### src/rtl/apb_master_mc.sv
// apb_master_mc: multi-slave APB4 master turning valid/ready commands into SETUP/ACCESS transfers
// Ports: pclk/preset (sync, active-low); cmd_* command in, cmd_ready handshake;
// rsp_valid/rsp_rdata/rsp_err/rsp_timeout single-cycle response;
// psel/penable/pwrite/paddr/pwdata/pstrb/pprot APB request; prdata/pready/pslverr per-slave returns.
module apb_master_mc #(
  parameter  int ADDR_W  = 32,
  parameter  int DATA_W  = 32,
  parameter  int NUM_SLV = 4,
  parameter  int SLV_LSB = 12,
  parameter  int TIMEOUT = 16,
  localparam int IDX_W   = NUM_SLV > 1 ? $clog2(NUM_SLV) : 1,
  localparam int STRB_W  = DATA_W / 8
) (
  input  logic                      pclk,
  input  logic                      preset,
  input  logic                      cmd_valid,
  output logic                      cmd_ready,
  input  logic                      cmd_write,
  input  logic [ADDR_W-1:0]         cmd_addr,
  input  logic [DATA_W-1:0]         cmd_wdata,
  input  logic [STRB_W-1:0]         cmd_strb,
  input  logic [2:0]                cmd_prot,
  output logic                      rsp_valid,
  output logic [DATA_W-1:0]         rsp_rdata,
  output logic                      rsp_err,
  output logic                      rsp_timeout,
  output logic [NUM_SLV-1:0]        psel,
  output logic                      penable,
  output logic                      pwrite,
  output logic [ADDR_W-1:0]         paddr,
  output logic [DATA_W-1:0]         pwdata,
  output logic [STRB_W-1:0]         pstrb,
  output logic [2:0]                pprot,
  input  logic [NUM_SLV*DATA_W-1:0] prdata,
  input  logic [NUM_SLV-1:0]        pready,
  input  logic [NUM_SLV-1:0]        pslverr
);
  localparam int CW = TIMEOUT > 1 ? $clog2(TIMEOUT) : 1;
  typedef enum logic [1:0] {IDLE, SETUP, ACCESS} state_t;
  state_t              state_q, state_d;
  logic [NUM_SLV-1:0]  psel_q, psel_d;
  logic                penable_q, penable_d, pwrite_q, pwrite_d;
  logic [ADDR_W-1:0]   paddr_q, paddr_d;
  logic [DATA_W-1:0]   pwdata_q, pwdata_d, rsp_rdata_q, rsp_rdata_d, sel_rdata;
  logic [STRB_W-1:0]   pstrb_q, pstrb_d;
  logic [2:0]          pprot_q, pprot_d;
  logic [CW-1:0]       cnt_q, cnt_d;
  logic                rsp_valid_q, rsp_valid_d, rsp_err_q, rsp_err_d, rsp_timeout_q, rsp_timeout_d;
  logic [IDX_W-1:0]    idx;
  logic                rdy, serr;
  always_comb begin
    idx = cmd_addr[SLV_LSB +: IDX_W];
    // psel_q is one-hot, so masking picks only the addressed slave's handshake
    rdy = |(pready & psel_q);
    serr = |(pslverr & psel_q);
    sel_rdata = '0;
    for (int i = 0; i < NUM_SLV; i++)
      if (psel_q[i]) sel_rdata |= prdata[i*DATA_W +: DATA_W];
    state_d = state_q;
    psel_d = psel_q;
    penable_d = penable_q;
    pwrite_d = pwrite_q;
    paddr_d = paddr_q;
    pwdata_d = pwdata_q;
    pstrb_d = pstrb_q;
    pprot_d = pprot_q;
    cnt_d = cnt_q;
    rsp_valid_d = 1'b0;
    rsp_rdata_d = '0;
    rsp_err_d = 1'b0;
    rsp_timeout_d = 1'b0;
    case (state_q)
      IDLE: if (cmd_valid) begin
        if ({1'b0, idx} < (IDX_W+1)'(NUM_SLV)) begin
          state_d = SETUP;
          psel_d = NUM_SLV'(1) << idx;
          pwrite_d = cmd_write;
          paddr_d = cmd_addr;
          pwdata_d = cmd_wdata;
          pstrb_d = cmd_write ? cmd_strb : '0;
          pprot_d = cmd_prot;
        end else begin
          rsp_valid_d = 1'b1;
          rsp_err_d = 1'b1;
        end
      end
      SETUP: begin
        state_d = ACCESS;
        penable_d = 1'b1;
        cnt_d = '0;
      end
      ACCESS: if (rdy) begin
        state_d = IDLE;
        psel_d = '0;
        penable_d = 1'b0;
        rsp_valid_d = 1'b1;
        rsp_err_d = serr;
        rsp_rdata_d = pwrite_q ? '0 : sel_rdata;
      end else if (TIMEOUT != 0 && cnt_q == CW'(TIMEOUT-1)) begin
        state_d = IDLE;
        psel_d = '0;
        penable_d = 1'b0;
        rsp_valid_d = 1'b1;
        rsp_err_d = 1'b1;
        rsp_timeout_d = 1'b1;
      end else begin
        cnt_d = cnt_q + 1'b1;
      end
      default: state_d = IDLE;
    endcase
  end
  always_ff @(posedge pclk) begin
    if (!preset) begin
      state_q <= IDLE;
      psel_q <= '0;
      penable_q <= 1'b0;
      pwrite_q <= 1'b0;
      paddr_q <= '0;
      pwdata_q <= '0;
      pstrb_q <= '0;
      pprot_q <= '0;
      cnt_q <= '0;
      rsp_valid_q <= 1'b0;
      rsp_rdata_q <= '0;
      rsp_err_q <= 1'b0;
      rsp_timeout_q <= 1'b0;
    end else begin
      state_q <= state_d;
      psel_q <= psel_d;
      penable_q <= penable_d;
      pwrite_q <= pwrite_d;
      paddr_q <= paddr_d;
      pwdata_q <= pwdata_d;
      pstrb_q <= pstrb_d;
      pprot_q <= pprot_d;
      cnt_q <= cnt_d;
      rsp_valid_q <= rsp_valid_d;
      rsp_rdata_q <= rsp_rdata_d;
      rsp_err_q <= rsp_err_d;
      rsp_timeout_q <= rsp_timeout_d;
    end
  end
  assign cmd_ready = (state_q == IDLE) && preset;
  assign psel = psel_q;
  assign penable = penable_q;
  assign pwrite = pwrite_q;
  assign paddr = paddr_q;
  assign pwdata = pwdata_q;
  assign pstrb = pstrb_q;
  assign pprot = pprot_q;
  assign rsp_valid = rsp_valid_q;
  assign rsp_rdata = rsp_rdata_q;
  assign rsp_err = rsp_err_q;
  assign rsp_timeout = rsp_timeout_q;
endmodule

### config.mk
export PLATFORM = sky130hd
export DESIGN_NAME = apb_master_mc
export DESIGN_NICKNAME = d
export VERILOG_FILES = /design/src/rtl/apb_master_mc.sv
export SDC_FILE = /design/constraint.sdc
export NUM_CORES = 1
export LEC_CHECK = 0
export ABC_CLOCK_PERIOD_IN_PS = 2800
export BUFFER_PORTS_ARGS = -buffer_cell sky130_fd_sc_hd__buf_2
export CORE_AREA = 2 2 125 127
export DETAILED_ROUTE_END_ITERATION = 12
export DIE_AREA = 0 0 127 129
export PLACE_DENSITY = 0.71
export SLEW_MARGIN = 20
export SYNTH_ARGS = -nofsm -noshare
export SYNTH_HDL_FRONTEND = slang
export SYNTH_SLANG_ARGS = --single-unit
### constraint.sdc
create_clock -name pclk -period 2.8 [get_ports pclk]
set_input_delay 0.14 -clock pclk [delete_from_list [all_inputs] [get_ports pclk]]
set_output_delay 0.14 -clock pclk [all_outputs]
set_load 0.005 [all_outputs]
==> impl_metrics.toml, run 1 <==
[status]
status = "complete, no violations"

[yosys]
ys_types = 38
yosys_register_bits = 118
yosys_warnings = 0
synth_top_area_cell = "dfxtp_1"
ys_top_cells_by_area = "dfxtp_1 52%, nand2_1 12%, a21oi_1 11%"
syn_area_um2 = 4540
syn_area_per_cell_um2 = 8.46
synthFlopType = "dfxtp_1"
synth_common_cells = "146 x nand2_1, 118 x dfxtp_1, 104 x a21oi_1"
synth_most_common_cell = "nand2_1"
ys_seq_area_frac = 0.520
async_reset_ff_frac = 0
synth_top_area_share = 0.520
synth_nets = 753
synth-edff-count = 0
synth_cells = 537

[cells_and_area]
drive_above_1_share = 0.392
area_delta_synth_final_pct = 70.5
final_cell_count_no_fill = 1132
final_area_um2 = 7750
nets = 1144

[job]
drv_cap = 0

[grt]
grt_pass1_wl_um = 27000
grt_usage = 0.212
grt_overflow = 0
antenna_found_initial = 4
grt_max_degree = 73
grt_pass1_vias = 5281

[placed_design]
dp.cells = 1013
dp_hpwl_um = 12100
port_buffers = 323
gp_congestion = 0.843
pre_cts_ws_ns = 1.02
dpl_cell_area_um2 = 6300

[drt]
wirelength_um = 18100
vias_per_cell = 4.87
first_iter_violations = 323
drc = 0
detail-route-antenna-nets = 0
dr.pass1.iters = 6
dr_total_vias = 5516
detail_route.wl_per_cell_um = 16.0

[worst_setup_path]
cp_slowest_cell = "and2_2"
cp_cell_sequence = "inv_1 -> ha_1 -> and2_2 -> buf_12 -> nand2_1 -> a21oi_1"
cp_max_fo = 49
critical_path_class = "register to register"
endpoint_kind = "register"
slowest_delay_ns = 0.48
setup.worst_path.start_class = "register"
worst_ep_required_time_ns = 3.12
critical_path_arrival_ns = 2.15
ff2ff_setup_slack_ns = 0.98

[timing]
min_period_ns = 1.82
skew_ns = 0.00511
rsz0062_at_grt = "false"
timing.final.crit_share = 0.650
fin_setup_tns_ns = 0
max_slew.worst_pin.slew_ns = 0.707
holdWs_ns = 0.0206
setup_viol = 0
fmax_ghz = 0.549
max_slew_margin = 0.529
setup_slack_ns = 0.979
drv_slew = 0
hold_violations = 0

[clocking]
root_buffer = "clkbuf_16"
cts_setup_buffers = 0
path_clk_slew_ns = 0.06
cts_buffers = 17
tritoncts = "built"
clock_sink_count = 118
htreeDepth = 4
post_cts_resize_count = 0
clk_path_buf_depth = 2
holdBufCountCts = 84
clock_latency_ns = 0.41

[worst_hold_path]
hold_class = "input port to register"

[power_and_ir_drop]
peakVddDrop_v = 0.000426
pwr_density_cell_nw_per_um2 = 728
p_leak_nw = 3.60

[floorplan]
initial_core_util = 0.303
die_w_um = 127
io_pins = 324
num_rows = 45
coreArea_um2 = 15000
fp.dieH_um = 129
fp.dieArea_um2 = 16400
[through the flow]
step                      utilization  power (mW)
final                           0.517        5.64
after global routing            0.517        5.96
after CTS                       0.517        5.68
after detailed placement        0.421        3.37
after global placement          0.421        3.35
after floorplan                     -        2.80
[critical path, delay by kind of cell, from the launching register on]
family	cells	cell delay (ns)
AO/OA/AOI/OAI	1	0.16
AND/OR/NAND/NOR	2	0.58
buffers and inverters	2	0.41
adder cells (fa/ha/maj)	1	0.26
flip-flops	1	0.31
[sequential cells by signal, summed over array words and instances, names as in the netlist]
signal	flops
psel	4
rsp_rdata	32
pwrite	1
paddr	32
pstrb	4
rsp_timeout	1
penable	1
pwdata	32
cnt_q	4
rsp_err	1
state_q	2
rsp_valid	1
pprot	3
[layout by cell type (no fill, tap or decap), drive strengths merged, types with 3 or more instances in the layout]
cell and n:
a31oi 3, buf 331, inv 5, nand2b 4, dfxtp 118, clkbuf 19, clkinv 6, a21oi 104
nand2 147, a22oi 68, ha 5, diode 3, clkinvlp 3, nor2 4, nand3 11, dlygate4sd3 84
bufinv 3, nor3 3
[cell type report]
class                      count  area (µm²)
antenna                        3        7.51
clock buffer                  19         443
clock inverter                13         155
fill                        1401        7230
inverter                       4        15.0
multi-input combinational    372        1990
sequential                   118        2360
tap                          188         235
timing repair buffer         415        2540
[cells by family (layout without fill, tap and decap cells)]
kind of cell | after synthesis | in the layout | share of synthesized area
compound gates | 187 | 187 | 0.260
fa+ha+maj | 5 | 5 | 0.0138
buf+inv | 47 | 451 | 0.0435
flops | 118 | 118 | 0.520
mux | 1 | 1 | 0.00220
other cells | 0 | 3 | 0
simple gates | 179 | 179 | 0.161
[path summary, 6_finish.rpt]
kind	startpoint	to	cells after the start
max reg2reg	state_q[0]	pwdata[17]	6
min reg2reg	pstrb[0]	pstrb[0]	2
max	state_q[0]	pwdata[17]	6
min	prdata[56]	rsp_rdata[24]	3
[power breakdown]
| part | switching [mW] | internal [mW] | total, mW | leakage (nW) |
|---|---|---|---|---|
| clock | 0.779 | 1.42 | 2.20 | 0.289 |
| combinational | 0.815 | 0.633 | 1.45 | 2.35 |
| sequential | 0.107 | 1.89 | 1.99 | 0.962 |
[routing by layer]
| layer | routed length [µm] | part of all wire | track usage |
|---|---|---|---|
| met5 | 11 | 0.00061 | 0 |
| met4 | 416 | 0.023 | 0.0983 |
| met3 | 1540 | 0.085 | 0.0765 |
| met2 | 9250 | 0.51 | 0.370 |
| met1 | 6880 | 0.38 | 0.231 |
(Power assumes the default switching activity.)
==> run 2: changes to the inputs <==
- ABC_CLOCK_PERIOD_IN_PS: 2800 -> 1900
- CORE_AREA: 2 2 125 127 -> 2 2 126 128
- DIE_AREA: 0 0 127 129 -> 0 0 128 130
- clock period: 2.8 -> 1.9 ns (I/O delays scaled with it)
==> run 2 against run 1 <==
  * Final cell count grew 8.0%
  * Sequential power rose by 47%
  * Routed wire length up 16%
  * Sequential cell count unchanged
  * Global-route usage up 3.1 points
  * Register-to-register slack got worse by 0.93 ns
  * Sequential share of layout area shrank 3.3 points
  * Design area rose by 12%
  * Via count is 9.6% higher
  * Setup slack got worse by 0.93 ns
  * Worst hold slack lost 0.014 ns
  * Largest cell class unchanged
==> impl_metrics.toml, run 2 (synthesized netlist as in run 1, its figures left out) <==
[placed_design]
gp_congestion = 0.757
pre_cts_ws_ns = 0.244
port_buffers = 323
dp_hpwl_um = 12300

[grt]
met3_usage = 0.0988
grt_overflow = 0
met2_usage = 0.414
antenna_found_initial = 4
use_met1 = 0.261
grt_pass1_vias = 5981
grt_most_used_layer = "met2"
grt_usage = 0.243
grt_max_degree = 73
grt_pass1_wl_um = 31100

[cells_and_area]
nets = 1231
post-route-util = 0.563
layout_commonest_cell = "buf_2"
final_cell_mix = "323 x buf_2, 168 x dlygate4sd3_1, 145 x nand2_1"
area_delta_synth_final_pct = 91.1
drive_above_1_share = 0.363

[worst_setup_path]
cp_max_fo = 35
worst_ep_required_time_ns = 2.23
critical_path_class = "register to register"
critical_path_arrival_ns = 2.18
r2r_cells = 4
crit_buf_inv = 2
cpLargestDelayFamily = "buffers and inverters"
cp.depth = 4
cp_cell_sequence = "buf_4 -> a22oi_1 -> dlygate4sd3_1 -> a21oi_1"
slowest_delay_ns = 0.63
setup.worst_path.start_class = "register"
cp_slowest_cell = "dlygate4sd3_1"
endpoint_kind = "register"

[floorplan]
coreArea_um2 = 15400
fp.dieH_um = 130
num_rows = 46
initial_core_util = 0.295
die_w_um = 128
io_pins = 324
fp.dieArea_um2 = 16600

[clocking]
root_buffer = "clkbuf_16"
cts_buffers = 17
clk_path_buf_depth = 2
path_clk_slew_ns = 0.06
clock_latency_ns = 0.41
tritoncts = "built"
clock_sink_count = 118
htreeDepth = 4

[timing]
drv_slew = 0
rsz0062_at_grt = "false"
timing.final.crit_share = 0.976
hold_violations = 0
setup_slack_ns = 0.0461
max_slew.worst_pin.slew_ns = 0.561
setup_viol = 0
fmax_ghz = 0.539
min_period_ns = 1.85
max_slew_margin = 0.626
fin_setup_tns_ns = 0
holdWs_ns = 0.00633
skew_ns = 0.00669

[status]
status = "complete, no violations"

[drt]
dr_total_vias = 6048
wirelength_um = 21000
vias_per_cell = 4.95
drc = 0
dr.pass1.iters = 4
first_iter_violations = 467
detail-route-antenna-nets = 0
detail_route.wl_per_cell_um = 17.2

[worst_hold_path]
whs_path_depth = 3
hold_class = "input port to register"

[power_and_ir_drop]
peakVddDrop_v = 0.000563
pwr_density_cell_nw_per_um2 = 1030
p_leak_nw = 3.89

[job]
drv_cap = 0
[run 2: cell count changes in the layout (fill, tap and decap cells not counted)]
cell | before | now
buf_4 | 6 | 9
bufinv_16 | 3 | 5
clkbuf_1 | 1 | 0
clkbuf_8 | 1 | 3
clkinv_2 | 5 | 3
clkinv_4 | 1 | 3
clkinvlp_4 | 3 | 1
dlygate4sd3_1 | 84 | 168
inv_6 | 1 | 0
[run 2: worst reg2reg max path, stage by stage (launching register included)]
cell,delay [ns]
dfxtp_1,0.37
buf_4,0.39
a22oi_1,0.22
dlygate4sd3_1,0.63
a21oi_1,0.17
[run 2: path summary, 6_finish.rpt]
kind | slack (ns) | startpoint | end
min | 0.006 | prdata[104] | rsp_rdata[8]
min reg2reg | 0.45 | paddr[23] | paddr[23]
max reg2reg | 0.05 | psel[2] | rsp_rdata[14]
max | 0.05 | psel[2] | rsp_rdata[14]
[run 2: where the power goes]
group	internal, mW	switching [mW]	total [mW]
Combinational	1.14	1.30	2.44
Sequential	2.78	0.151	2.93
Clock	2.43	1.17	3.60
[run 2: metal layers]
metal,vias to the layer above,share of wire
li1,2849,-
met1,2806,0.38
met2,322,0.49
met3,67,0.088
met4,4,0.040
met5,-,0.0010
[run 2: area by class of cell]
| cell class | count | area, µm² |
|---|---|---|
| Inverter | 4 | 15.0 |
| Multi-Input combinational cell | 372 | 1990 |
| Fill cell | 1351 | 6740 |
| Sequential cell | 118 | 2360 |
| Clock buffer | 20 | 467 |
| Tap cell | 192 | 240 |
| Antenna cell | 3 | 7.51 |
| Clock inverter | 12 | 199 |
| Timing Repair Buffer | 502 | 3410 |
[run 2: through the flow]
stage / std cells / area, µm² / power (mW)
6_report: 1223 / 8680 / 8.97
4_1_cts: 1219 / 8670 / 8.98
3_3_place_gp: 1020 / 6330 / 4.95
2_1_floorplan: 537 / 4540 / 4.13
5_1_grt: 1222 / 8680 / 9.43
3_5_place_dp: 1020 / 6330 / 5.00
[run 2: timing repair]
item	CTS	global route
hold buffers	167	1
endpoints found under the hold margin	104	1
buffers inserted	0	0
gates resized for setup	0	0
